$ cat config.mk
export PLATFORM = sky130hd
export DESIGN_NAME = fir_multimode_mac
export DESIGN_NICKNAME = d
export VERILOG_FILES = /design/src/rtl/fir_multimode_mac.sv
export SDC_FILE = /design/constraint.sdc
export NUM_CORES = 2
export LEC_CHECK = 0
export ABC_AREA = 0
export BUFFER_PORTS_ARGS = -buffer_cell sky130_fd_sc_hd__buf_2
export CELL_PAD_IN_SITES_DETAIL_PLACEMENT = 1
export CELL_PAD_IN_SITES_GLOBAL_PLACEMENT = 1
export CORE_AREA = 2 2 354 356
export DETAILED_ROUTE_END_ITERATION = 12
export DIE_AREA = 0 0 356 358
export PLACE_DENSITY_LB_ADDON = 0.05
export SLEW_MARGIN = 20
export SYNTH_ARGS = -nofsm -noshare
export SYNTH_HDL_FRONTEND = slang
export SYNTH_SLANG_ARGS = --single-unit
export TNS_END_PERCENT = 100
$ cat constraint.sdc
create_clock -name clk -period 21.7 [get_ports clk]
set_input_delay 0 -clock clk [delete_from_list [all_inputs] [get_ports clk]]
set_output_delay 0 -clock clk [all_outputs]
set_load 0.02 [all_outputs]
$ cat src/rtl/fir_multimode_mac.sv
// rtl/fir_multimode_mac.sv - four-mode FIR filter sharing one time-multiplexed MAC
// One tap per cycle into a full-precision accumulator, then round-half-up and saturate.
module fir_multimode_mac #(
  parameter int DATA_W = 16,
  parameter int COEF_W = 16,
  parameter int TAPS   = 8
) (
  input  logic                     clk,
  input  logic                     rst,
  input  logic                     in_valid,
  output logic                     in_ready,
  input  logic signed [DATA_W-1:0] in_data,
  input  logic [1:0]               mode,
  output logic                     out_valid,
  output logic signed [DATA_W-1:0] out_data,
  output logic                     out_sat,
  input  logic                     coef_we,
  input  logic [1:0]               coef_bank,
  input  logic [$clog2(TAPS)-1:0]  coef_addr,
  input  logic signed [COEF_W-1:0] coef_data,
  output logic                     coef_err
);

  localparam int ACC_W = DATA_W + COEF_W + $clog2(TAPS);
  localparam int AW    = $clog2(TAPS);
  localparam int PW    = DATA_W + COEF_W;
  localparam logic [AW-1:0]           LAST_IDX = AW'(TAPS - 1);
  localparam logic signed [COEF_W-1:0] MA_COEF = COEF_W'((1 << (COEF_W - 1)) / TAPS);
  localparam logic signed [ACC_W-1:0]  HALF    = ACC_W'(1) << (COEF_W - 2);
  localparam logic signed [ACC_W-1:0]  SMAX    = (ACC_W'(1) << (DATA_W - 1)) - ACC_W'(1);
  localparam logic signed [ACC_W-1:0]  SMIN    = -(ACC_W'(1) << (DATA_W - 1));

  typedef enum logic [1:0] {IDLE, MAC, OUT} state_t;

  state_t                    state, state_n;
  logic signed [DATA_W-1:0]  taps [TAPS];
  logic signed [COEF_W-1:0]  coef [4][TAPS];
  logic signed [ACC_W-1:0]   acc;
  logic signed [ACC_W-1:0]   rsum;
  logic signed [ACC_W-1:0]   rnd;
  logic signed [PW-1:0]      prod;
  logic [AW-1:0]             idx;
  logic [1:0]                mode_l;
  logic                      accept;

  assign prod = PW'(taps[idx]) * PW'(coef[mode_l][idx]);
  assign rsum = acc + HALF;
  assign rnd  = rsum >>> (COEF_W - 1);

  always_ff @(posedge clk or posedge rst) begin
    if (rst) state <= IDLE;
    else     state <= state_n;
  end

  always_comb begin
    state_n  = state;
    in_ready = 1'b0;
    accept   = 1'b0;
    case (state)
      IDLE: begin
        in_ready = 1'b1;
        if (in_valid) begin
          accept  = 1'b1;
          state_n = MAC;
        end
      end
      MAC:     if (idx == LAST_IDX) state_n = OUT;
      OUT:     state_n = IDLE;
      default: state_n = IDLE;
    endcase
  end

  // Bank 3 resets to a unity-gain moving average so the block filters without setup
  always_ff @(posedge clk or posedge rst) begin
    if (rst) begin
      for (int k = 0; k < TAPS; k++) taps[k] <= '0;
      for (int b = 0; b < 4; b++)
        for (int k = 0; k < TAPS; k++)
          coef[b][k] <= (b == 3) ? MA_COEF : '0;
      acc       <= '0;
      idx       <= '0;
      mode_l    <= '0;
      out_valid <= 1'b0;
      out_data  <= '0;
      out_sat   <= 1'b0;
      coef_err  <= 1'b0;
    end else begin
      out_valid <= 1'b0;
      coef_err  <= 1'b0;
      if (coef_we) begin
        if (state == IDLE) coef[coef_bank][coef_addr] <= coef_data;
        else               coef_err <= 1'b1;
      end
      if (accept) begin
        taps[0] <= in_data;
        for (int k = 1; k < TAPS; k++) taps[k] <= taps[k-1];
        mode_l <= mode;
        acc    <= '0;
        idx    <= '0;
      end
      if (state == MAC) begin
        acc <= acc + ACC_W'(prod);
        idx <= idx + 1'b1;
      end
      if (state == OUT) begin
        out_valid <= 1'b1;
        if (rnd > SMAX) begin
          out_data <= SMAX[DATA_W-1:0];
          out_sat  <= 1'b1;
        end else if (rnd < SMIN) begin
          out_data <= SMIN[DATA_W-1:0];
          out_sat  <= 1'b1;
        end else begin
          out_data <= rnd[DATA_W-1:0];
          out_sat  <= 1'b0;
        end
      end
    end
  end

endmodule

* After elaboration in Yosys (flattened, before gate mapping)
Cells that the tools add are included.
** Operators by class
- Add/subtract/negate cells :: 3
- $mul :: 1
- $lt $le $gt $ge :: 8
- Equality and inequality tests :: 5
- Multiplexer cells :: 31
- Bitwise logic cells :: 4
- Reduce and logical (&&, ||, !) cells :: 6
** Operators by type and width (count)
- bitwise mux 512 bit :: 1
- two-way mux 128 bit :: 3
- binary-select mux 128 bit (select 2 bit) :: 1
- demux 128 bit (select 2 bit) :: 1
- two-way mux 16 bit :: 7
- binary-select mux 16 bit (select 3 bit) :: 2
- two-way mux 35 bit :: 2
- demux 16 bit (select 3 bit) :: 1
- adder 35 x 16 -> 35 bit, second input constant :: 1
- adder 35 x 32 -> 35 bit :: 1
- multiplier 16 x 16 -> 32 bit :: 1
- > comparator 20 x 16 -> 1 bit, second input constant :: 1
- less-than comparator 20 x 16 -> 1 bit, second input constant :: 1
- >= comparator 4 bit, second input constant :: 2
- two-way mux 1 bit :: 8
- NOT 3 -> 4 bit :: 2
- >= comparator 3 bit, second input constant :: 2
- two-way mux 3 bit :: 2
- NOT 2 -> 3 bit :: 2
- less-than comparator 4 x 1 -> 1 bit, second input constant :: 1
- two-way mux 2 bit :: 2
- != test 2 bit, second input constant :: 2
- case mux 2 bit (2 select lines) :: 1
- AND reduction 2 bit :: 2
- other kinds (8) :: 9
** Storage, ports and cells
- Register bits :: 701
- Input port bits :: 43
- Output and inout port bits :: 20
- Logic and storage cells :: 106

* Longest topological paths before layout
- Depth after elaboration :: 10
- Gate-level depth with buffers :: 31
- Depth with buffers taken out :: 26

* Worst setup path before layout
OpenSTA, ideal clock, no wires.
- Path kind :: reg-to-reg
- Start point :: register mode_l[1]
- End point :: register acc[34]
- Library setup time :: 0.122 ns
- Data arrival time :: 7.607 ns
- Data required time :: 21.578 ns
- Path slack :: 13.972 ns
- Cell stages (with the launch flop) :: 28
- Buffers on the path :: 4
- Period minus slack after synthesis :: 7.728 ns
- Cells stage by stage :: dfrtp_1 -> buf_2 -> clkbuf_1 -> clkbuf_1 -> mux4_2 -> mux4_2 -> mux2i_2 -> or2_2 -> fa_1 -> inv_1 -> fa_1 -> fa_1 -> fa_1 -> fa_1 -> inv_1 -> fa_1 -> inv_1 -> ha_1 -> clkbuf_1 -> and3_1 -> a211o_1 -> a21oi_1 -> nor3b_1 -> o21ai_0 -> a21oi_1 -> o31ai_1 -> nand3_1 -> a32o_1
** Between the ends
- Word-level cells in the longest chain between the ends :: 10
** Ends and longest elaborated chain
- start, declared :: RTL line 43 : logic [1:0] mode_l;
- start signal, assigned :: RTL line 97 : mode_l <= mode;
- NOT 2 -> 3 bit (not written as such) :: RTL line 46 : assign prod = PW'(taps[idx]) * PW'(coef[mode_l][idx]);
- binary-select mux 128 bit (select 2 bit) :: RTL line 46
- two-way mux 128 bit (not written as such) (2 in series) :: RTL line 46
- binary-select mux 16 bit (select 3 bit) :: RTL line 46
- two-way mux 16 bit (not written as such) (2 in series) :: RTL line 46
- multiplier 16 x 16 -> 32 bit :: RTL line 46
- adder 35 x 32 -> 35 bit :: RTL line 102 : acc <= acc + ACC_W'(prod);
- two-way mux 35 bit :: RTL line 101 : if (state == MAC) begin
- end signal, assigned :: RTL line 102
- end, declared :: RTL line 38 : logic signed [ACC_W-1:0] acc;
Every way passes these cells. The select of a mux whose other input is x is not followed.
A chain may end at the register's enable or synchronous reset.

* Worst setup path after layout
- Start point :: register mode_l[0]
- End point :: register acc[34]
Same word-level chain as after synthesis.

==> impl_metrics.tcl <==
set metrics [dict create \
    worstSetupStartpointType "flop" \
    ctsResizeCount 0 \
    max_freq_ghz 0.105 \
    cp_max_fo 96 \
    ys_types 66 \
    start_util_pct 34.8 \
    worstSetupPathType "flop to flop" \
    synth_area_leaders "dfrtp_1, mux2_2, fa_1" \
    cp.required_ns 22.23 \
    syn-instance-count 3217 \
    die_h_um 358 \
    syn_to_final_growth_pct 13.0 \
    design_area_sq_um 48500 \
    placementRows 129 \
    synth-edff-count 0 \
    rsz0062_at_grt "no" \
    final_common_cell "dfrtp_1" \
    cp-startpoint "mode_l[0]" \
    ioPinCount 63 \
    period_minus_slack_ns 9.56 \
    antenna_left 0 \
    ys_seq_area_share_pct 40.9 \
    endpoint_kind "flop" \
    h-tree-depth 3 \
    grt.overflow.total 0 \
    synth_fp_nets 3677 \
    async_reset_ff_share_pct 100 \
    synth_top_area_cell "dfrtp_1" \
    yosysWarnings 0 \
    post_dp_cell_area_sq_um 45100 \
    place_congestion 0.787 \
    min-delay-start "in_valid" \
    pre_cts_slack_ns 11.69 \
    fillCellCount 12700 \
    syn_avg_cell_area_sq_um 13.4 \
    cts.sinks 701 \
    clock_skew_ns 0.0490 \
    place_hpwl_um 80800 \
    cp.arrival_ns 10.09 \
    reg2reg_from "mode_l[0]" \
    layout_common_cells "dfrtp_1, mux2_2, inv_1" \
    cts-root-buf "clkbuf_16" \
    final_nets 3730 \
    synthesis.area_sq_um 43000 \
    core_sq_um 123000 \
    port_buffers 62 \
    post_drt_wl_per_cell_um 24.0 \
    vias 25300 \
    drive_gt1_share_pct 35.5 \
    ys_ff_latch 701 \
    relSlewSlack_pct 30.7 \
    ys.flop_type "dfrtp_1" \
    setup_ws_ns 12.14 \
    tightest_slew_ns 1.04 \
    grt_pass1_wl_um 188000 \
    grt_usage_pct 19.5 \
    slew_viol_final 0 \
    cts_tree "built" \
    drc_errors 0 \
    final_util_pct 39.4 \
    setup_viol 0 \
    antenna_found_initial 4 \
    insertion_delay_ns 0.69 \
    holdCritPathClass "primary input to flop" \
    via_per_inst 5.07 \
    drv_cap 0 \
    die_x_um 356 \
    synth_top_cell_area_share_pct 40.4 \
    cts_buffer_depth 3 \
    grt_max_degree 106 \
    drtIter0Drc 905 \
    hold_viol_final 0 \
    status "finished clean" \
    clkTransAtPathRegs_ns 0.06 \
    numCtsBuffers 87 \
    grt_pass1_vias 29600 \
    routed_wl_um 120000 \
    drt_pre_antenna_iters 4 \
    finalSetupTns_ns 0 \
    die_area_sq_um 127000 \
    period_share_pct 44.0 \
]
[final timing paths]
path                        endpoint  slack (ns)  depth (start not counted)
min reg2reg                coef[501]        0.48                          1
max reg2reg                  acc[34]       12.14                         26
max in group asynchronous  coef[509]       18.69                          6
min                         taps[97]        0.08                          3
max                          acc[34]       12.14                         26
min in group asynchronous   taps[47]        0.62                          4
[synthesized netlist by cell type, types with 5 or more instances]
library cell  instances
dfrtp_1             693
mux2_2              649
inv_1               360
fa_1                310
mux4_2              191
nor2_1              188
nand2_1             148
clkbuf_1            129
ha_1                107
buf_2                37
a21oi_1              34
nand2b_1             27
xnor2_1              27
o22ai_1              25
xor2_1               24
o21ai_0              23
a21o_1               19
mux2i_1              19
o21a_1               17
nand3_1              15
buf_1                13
nor2b_1              12
mux2_1               10
o211ai_2             10
buf_4                 8
dfstp_2               8
buf_6                 7
nand4_1               7
or2_1                 7
mux2i_2               6
nor3_1                6
o211ai_1              6
and2_1                5
o21bai_1              5
or2_2                 5
[timing repair]
item                                   CTS  global route
endpoints found under the hold margin  628             0
hold buffers                            37             0
buffers inserted                         0             0
[stage by stage]
stage,instances,hold WS [ns]
floorplan,3217,0.138
global route,4982,0.0568
detailed placement,4781,0.186
finish,4983,0.0812
global placement,4781,0.169
CTS,4981,0.0224
[state kept, by name, summed over array words and instances (netlist names)]
register	cells
out_data	16
idx	3
out_sat	1
coef_err	1
mode_l	2
coef	512
acc	35
taps	128
state	2
out_valid	1
[worst max-delay path: stages, from the launching register on]
cell,delay (ns)
dfrtp_4,0.90
buf_12,0.67
mux4_2,0.60
mux4_2,0.60
mux2i_4,0.64
or2_2,0.27
inv_1,0.09
fa_1,0.46
fa_1,0.51
inv_1,0.05
fa_1,0.51
inv_1,0.06
fa_1,0.50
fa_1,0.51
inv_1,0.05
fa_1,0.47
inv_1,0.04
ha_1,0.33
a21oi_1,0.17
nor2b_1,0.06
o21ai_0,0.20
nand4_1,0.32
o21ai_0,0.42
a21oi_1,0.15
o31ai_1,0.32
nand3_1,0.11
a32o_1,0.26
[metal layers]
metal | routed length [um] | track usage, % | vias up
li1 | - | - | 11100
met1 | 52400 | 24.9 | 13800
met2 | 62000 | 35.0 | 231
met3 | 2360 | 2.36 | 166
met4 | 2870 | 5.00 | 0
met5 | 0 | 0 | -
[cells by family (layout without fill, tap and decap cells)]
family	Yosys count	after routing	share of synthesized area (%)
muxes	878	878	28.1
DFF	701	701	40.9
buffers and inverters	557	684	5.17
and+or+nand+nor	450	450	4.65
adders and majority gates	417	417	17.6
AOI/OAI and AO/OA	162	162	2.61
xor gates and xnor gates	52	52	1.08
other	0	2	0
[layout make-up]
class | instances | area (sq um) | share of cell area, %
Multi-Input combinational cell | 1959 | 23400 | 48.1
Clock inverter | 35 | 449 | 0.926
Inverter | 363 | 1370 | 2.82
Antenna cell | 2 | 5.00 | 0.0103
Clock buffer | 128 | 2580 | 5.32
Tap cell | 1637 | 2050 | 4.22
Timing Repair Buffer | 158 | 1140 | 2.36
Sequential cell | 701 | 17600 | 36.2
Power is not shown: default switching activity piles up to over one toggle a cycle in this logic, so the estimate is an artifact.
